### src/rtl/cordic_pipe.sv
// rtl/cordic_pipe.sv - pipelined CORDIC (rotation/vectoring); define CORDIC_GAIN_COMP_EN for a 1/K output stage
// Stage 0 pre-rotates into the right half-plane, stages 1..ITER do micro-rotations.
module cordic_pipe #(
   parameter int DATA_W = 16,
   parameter int ITER   = 16
) (
   input  logic                     clk,
   input  logic                     rst_n,
   input  logic                     in_valid,
   output logic                     in_ready,
   input  logic                     in_mode,
   input  logic signed [DATA_W-1:0] x_in,
   input  logic signed [DATA_W-1:0] y_in,
   input  logic signed [DATA_W-1:0] z_in,
   output logic                     out_valid,
   input  logic                     out_ready,
   output logic signed [DATA_W+1:0] x_out,
   output logic signed [DATA_W+1:0] y_out,
   output logic signed [DATA_W-1:0] z_out
);

   localparam int XW = DATA_W + 2;
`ifdef CORDIC_GAIN_COMP_EN
   localparam int NS = ITER + 2;
`else
   localparam int NS = ITER + 1;
`endif

   localparam logic signed [DATA_W-1:0] C_QTR  = {2'b01, {(DATA_W-2){1'b0}}};
   localparam logic signed [DATA_W-1:0] C_HALF = {1'b1, {(DATA_W-1){1'b0}}};

   // Binary-angle arctangent, rounded to nearest LSB.
   function automatic logic signed [DATA_W-1:0] atan_lut(input int i);
      real a;
      a = $atan(1.0 / (2.0 ** i)) * (2.0 ** (DATA_W - 1)) / 3.14159265358979323846;
      return DATA_W'($rtoi(a + 0.5));
   endfunction

   logic [NS-1:0]            r_vld;
   logic [ITER-1:0]          r_mode;
   logic signed [XW-1:0]     r_x [NS];
   logic signed [XW-1:0]     r_y [NS];
   logic signed [DATA_W-1:0] r_z [NS];

   logic signed [XW-1:0]     w_x_nx [NS];
   logic signed [XW-1:0]     w_y_nx [NS];
   logic signed [DATA_W-1:0] w_z_nx [NS];
   logic [NS-1:0]            w_ld;
   logic [NS-1:0]            w_vld_in;
   logic [ITER-1:0]          w_mode_in;

   // A stage stalls only when it and every stage after it are full and the output is blocked.
   generate
      for (genvar k = 0; k < NS; k++) begin : g_ld
         assign w_ld[k] = out_ready | ~(&r_vld[NS-1:k]);
      end
   endgenerate

   assign in_ready  = rst_n & w_ld[0];
   assign w_vld_in  = {r_vld[NS-2:0], in_valid};
   assign w_mode_in = {r_mode[ITER-2:0], in_mode};

   logic signed [XW-1:0] w_xe;
   logic signed [XW-1:0] w_ye;
   logic                 w_rot_q1;
   logic                 w_rot_q2;
   logic                 w_vec_neg;

   assign w_xe      = {{2{x_in[DATA_W-1]}}, x_in};
   assign w_ye      = {{2{y_in[DATA_W-1]}}, y_in};
   assign w_rot_q1  = ~in_mode & (z_in[DATA_W-1 -: 2] == 2'b01);
   assign w_rot_q2  = ~in_mode & (z_in[DATA_W-1 -: 2] == 2'b10);
   assign w_vec_neg = in_mode & x_in[DATA_W-1];

   assign w_x_nx[0] = w_rot_q1 ? -w_ye : w_rot_q2 ? w_ye  : w_vec_neg ? -w_xe : w_xe;
   assign w_y_nx[0] = w_rot_q1 ? w_xe  : w_rot_q2 ? -w_xe : w_vec_neg ? -w_ye : w_ye;
   assign w_z_nx[0] = w_rot_q1 ? z_in - C_QTR :
                      w_rot_q2 ? z_in + C_QTR :
                      w_vec_neg ? z_in + C_HALF : z_in;

   generate
      for (genvar g = 0; g < ITER; g++) begin : g_rot
         localparam logic signed [DATA_W-1:0] C_ATAN = atan_lut(g);
         logic w_d;
         assign w_d = r_mode[g] ? r_y[g][XW-1] : ~r_z[g][DATA_W-1];
         assign w_x_nx[g+1] = w_d ? r_x[g] - (r_y[g] >>> g) : r_x[g] + (r_y[g] >>> g);
         assign w_y_nx[g+1] = w_d ? r_y[g] + (r_x[g] >>> g) : r_y[g] - (r_x[g] >>> g);
         assign w_z_nx[g+1] = w_d ? r_z[g] - C_ATAN : r_z[g] + C_ATAN;
      end
   endgenerate

`ifdef CORDIC_GAIN_COMP_EN
   // 1/K ~ 2^-1 + 2^-3 - 2^-6 - 2^-9 - 2^-13
   assign w_x_nx[NS-1] = (r_x[ITER] >>> 1) + (r_x[ITER] >>> 3) - (r_x[ITER] >>> 6)
                       - (r_x[ITER] >>> 9) - (r_x[ITER] >>> 13);
   assign w_y_nx[NS-1] = (r_y[ITER] >>> 1) + (r_y[ITER] >>> 3) - (r_y[ITER] >>> 6)
                       - (r_y[ITER] >>> 9) - (r_y[ITER] >>> 13);
   assign w_z_nx[NS-1] = r_z[ITER];
`endif

   always_ff @(posedge clk or negedge rst_n) begin
      if (!rst_n) begin
         r_vld  <= '0;
         r_mode <= '0;
         for (int k = 0; k < NS; k++) begin
            r_x[k] <= '0;
            r_y[k] <= '0;
            r_z[k] <= '0;
         end
      end else begin
         for (int k = 0; k < NS; k++) begin
            if (w_ld[k]) begin
               r_vld[k] <= w_vld_in[k];
               r_x[k]   <= w_x_nx[k];
               r_y[k]   <= w_y_nx[k];
               r_z[k]   <= w_z_nx[k];
            end
         end
         for (int k = 0; k < ITER; k++) begin
            if (w_ld[k]) r_mode[k] <= w_mode_in[k];
         end
      end
   end

   assign out_valid = r_vld[NS-1];
   assign x_out     = r_x[NS-1];
   assign y_out     = r_y[NS-1];
   assign z_out     = r_z[NS-1];

endmodule

### config.mk
export PLATFORM = sky130hd
export DESIGN_NAME = cordic_pipe
export DESIGN_NICKNAME = d
export VERILOG_FILES = /design/src/rtl/cordic_pipe.sv
export SDC_FILE = /design/constraint.sdc
export NUM_CORES = 2
export LEC_CHECK = 0
export CAP_MARGIN = 20
export CORE_UTILIZATION = 60
export DETAILED_ROUTE_END_ITERATION = 10
export HOLD_SLACK_MARGIN = 0.02
export PLACE_DENSITY = 0.77
export SYNTH_ARGS = -nofsm -noshare
export SYNTH_HDL_FRONTEND = slang
export SYNTH_SLANG_ARGS = --single-unit
### constraint.sdc
create_clock -name clk -period 5.35 [get_ports clk]
set_clock_uncertainty 0.1 [all_clocks]
set_input_delay 0.535 -clock clk [delete_from_list [all_inputs] [get_ports clk]]
set_output_delay 0.535 -clock clk [all_outputs]
set_load 0.05 [all_outputs]
==> metrics.md <==
| Metric | Value |
|---|---|
| DR WL/cell | `between 15 and 20 um` |
| Via-to-Cell Ratio | `6.07` |
| Critical path's largest stage delay | `between 0.5 and 0.6 ns` |
| Worst Path Arrival | `slightly below 5 ns` |
| Antenna-violating nets left | `0` |
| Layout cells sized above 1 | `0.0427` |
| Period minus WS final | `between 4 and 5 ns` |
| Initial drt markers | `between 4000 and 5000` |
| Synthesis-stage register bit count | `slightly above 900` |
| Area growth from synthesis to layout | `8.05%` |
| Worst-Margin Slew | `~1.1 ns` |
| Post-synth top area share | `0.306` |
| Failing checks | `design-rule violations` |
| Post-synth cell types | `90` |
| Hold_ws | `0.234 ns` |
| Tot GR Track Use | `0.335` |
| Initial antenna violation count | `2` |
| Die height | `roughly 360 um` |
| Drt pass-1 iters | `11` |
| Critical path class | `reg -> reg` |
| Later-pin clock latency in the skew report | `around 0.74 ns` |
| Io pins | `between 100 and 150` |
| First-pass GRT wire length | `approximately 340 mm` |
| Worst R2R Start | `r_y[71]$_DFFE_PN0P_` |
| Final Max Tran Viols | `0` |
| WL final | `between 200 and 250 mm` |
| Gp weighted congestion | `around 0.96` |
| TNS Setup | `0 ns` |
| Mean post-synth cell area | `8.18 um^2` |
| RSZ-0062 raised after global routing | `false` |
| Pin count of the biggest net entering global routing | `around 160` |
| Final hold violation count | `0` |
| Syn nets | `10100` |
| Final Setup Violations | `0` |
| R2R Path End | `r_x[51]$_DFFE_PN0P_` |
| Post-CTS setup buffers | `0` |
| DR DRC count | `26` |
| CP required | `just under 6 ns` |
| Hold_sp | `z_in[7]` |
| Crit-path slowest cell | `mux2_2` |
| Via count | `roughly 66000` |
| Setup crit start | `r_y[71]$_DFFE_PN0P_` |
| Worst Setup End Kind | `register` |
| Most numerous cell in the Yosys netlist | `nand2_1` |
| Register area share after synthesis | `0.306` |
| Mapped cell area | `roughly 0.075 mm^2` |
| Max cap viols | `0` |
| CTS tree | `done` |
| Post-Synthesis Cells | `~9000` |
| Slew margin rel. | `0.258` |
| CP max FO | `29` |
| Core ar. | `0.124 mm^2` |
| Status | `complete, but fails checks` |
| Fillers | `~11000` |
| WHS Endpoint | `r_z[263]$_DFFE_PN0N_` |
| Area contributors post-synth | `dfrtp_1, ha_1, nand2_1` |
| Hold Buf Count CTS | `1` |
| Area of the multi-input gates | `~0.05 mm^2` |
| # H-tree levels | `3` |
| Port Buffer Count | `approximately 110` |
| Dominant synthesized flop cell | `dfrtp_1` |
| CP Cell Sequence | `inv_1 > mux2_2 > inv_1 > buf_4 > nor2_1 > o21ai_0 > ha_1 > a21o_1 > a21o_1 > a21oi_1 > o21ai_0 > a211o_1 > a21oi_1 > xor2_1 > o21ai_0` |
| Top cells by count, synth | `nand2_1, dfrtp_1, a21oi_1` |
| Die area | `roughly 0.13 mm^2` |
| Number of enable flip-flop cells after synthesis | `0` |
| Hold Path Depth | `3` |
| Hold Path Class | `in -> reg` |
| Reg clk slew, reported paths | `around 0.06 ns` |
| Final period util | `0.829` |
| Starting density of the core | `0.605` |
| CTS max path bufs | `3` |
| Rows | `approximately 130` |
| Global route overflow | `0` |
| DP HPWL | `approximately 160 mm` |
| Synth warn | `0` |
| Post-CTS Resized | `0` |
| Antenna cells | `0` |
| NumNets Final | `about 10000` |
| Seq. cell area | `around 0.023 mm^2` |
| Vias in the first global route | `approximately 64000` |
| Die Wd | `355 um` |
| Reg2Reg Depth | `15` |
| Most used cell, CP | `o21ai_0` |
| R2R setup slack | `around 0.91 ns` |
| Synth async-reset ratio | `1.00` |
| Worst setup SP type | `register` |
| Clock root buffer | `clkbuf_16` |
| CTS buffer count | `a little over 100` |
| F_max | `225 MHz` |
| Area leader, netlist | `dfrtp_1` |
| Sink Count | `a little over 900` |
placed cells by master, fill, tap and decap left out, drive strengths merged, types with 96 or more instances in the layout:
cell type	n
ha	823
a21o	196
a21oi	867
nand3	139
nand2	1368
nor2	759
nand2b	146
inv	352
dfrtp	916
xor2	429
clkbuf	127
nor3	247
clkdlybuf4s50	104
xnor2	508
o21ai	872
a31oi	96
critical path: cells and delay by family (launching register included):
family | cells | cell delay, ns
and+or+nand+nor | 1 | 0.07
xor gates and xnor gates | 1 | 0.24
DFF | 1 | 0.47
muxes | 1 | 0.52
AOI/OAI and AO/OA | 8 | 1.94
buffers and inverters | 3 | 0.56
adders and majority gates | 1 | 0.40
how the worst max path moves through the flow:
stage | to | slack (ns) | cells after the start
after global placement | r_y[71]$_DFFE_PN0P_ | 1.04 | 12
after detailed placement | r_x[69]$_DFFE_PN0P_ | 0.97 | 14
after CTS | r_x[51]$_DFFE_PN0P_ | 0.93 | 15
after floorplan | r_y[194]$_DFFE_PN0P_ | 1.16 | 17
after global routing | r_y[53]$_DFFE_PN0P_ | 0.59 | 16
final | r_x[51]$_DFFE_PN0P_ | 0.91 | 15
routing by layer:
layer	global-route usage	routed length, um	vias to the layer above
met5	0	31	-
met3	0.0430	9890	610
met4	0.193	13900	4
li1	-	-	32000
met1	0.380	82300	31400
met2	0.601	106000	1770
flip-flops by register name, summed over array words and instances (netlist names):
signal	flops
x_out	18
r_y	288
y_out	18
r_mode	16
r_vld	17
r_x	287
r_z	256
z_out	16
final cells by class:
class / instances / share of cell area
Clock inverter: 64 / 0.0110
Multi-Input combinational cell: 7539 / 0.607
Tap cell: 1637 / 0.0253
Timing Repair Buffer: 190 / 0.0221
Inverter: 354 / 0.0164
Sequential cell: 916 / 0.283
Clock buffer: 127 / 0.0347
through the flow:
step	setup slack [ns]	utilization	instance area, um^2	std cells
6_report	0.913	0.654	81000	10800
5_1_grt	0.589	0.654	81000	10800
4_1_cts	0.932	0.654	81000	10800
3_5_place_dp	0.969	0.624	77300	10600
3_3_place_gp	1.04	0.624	77300	10600
2_1_floorplan	1.16	-	74900	9158
logic make-up (layout without fill, tap and decap cells):
logic type               count (synthesis)  count (layout)  synth area share
flip-flops                             916             916             0.306
AND/OR/NAND/NOR                       3066            3066             0.182
buffers and inverters                  703             735            0.0385
multiplexers                            67              67           0.00937
adder cells (fa/ha/maj)                871             871             0.150
AO/OA/AOI/OAI                         2598            2598             0.205
XOR/XNOR                               937             937             0.110
Power is not shown: default switching activity piles up to over one toggle a cycle in this logic, so the estimate is an artifact.
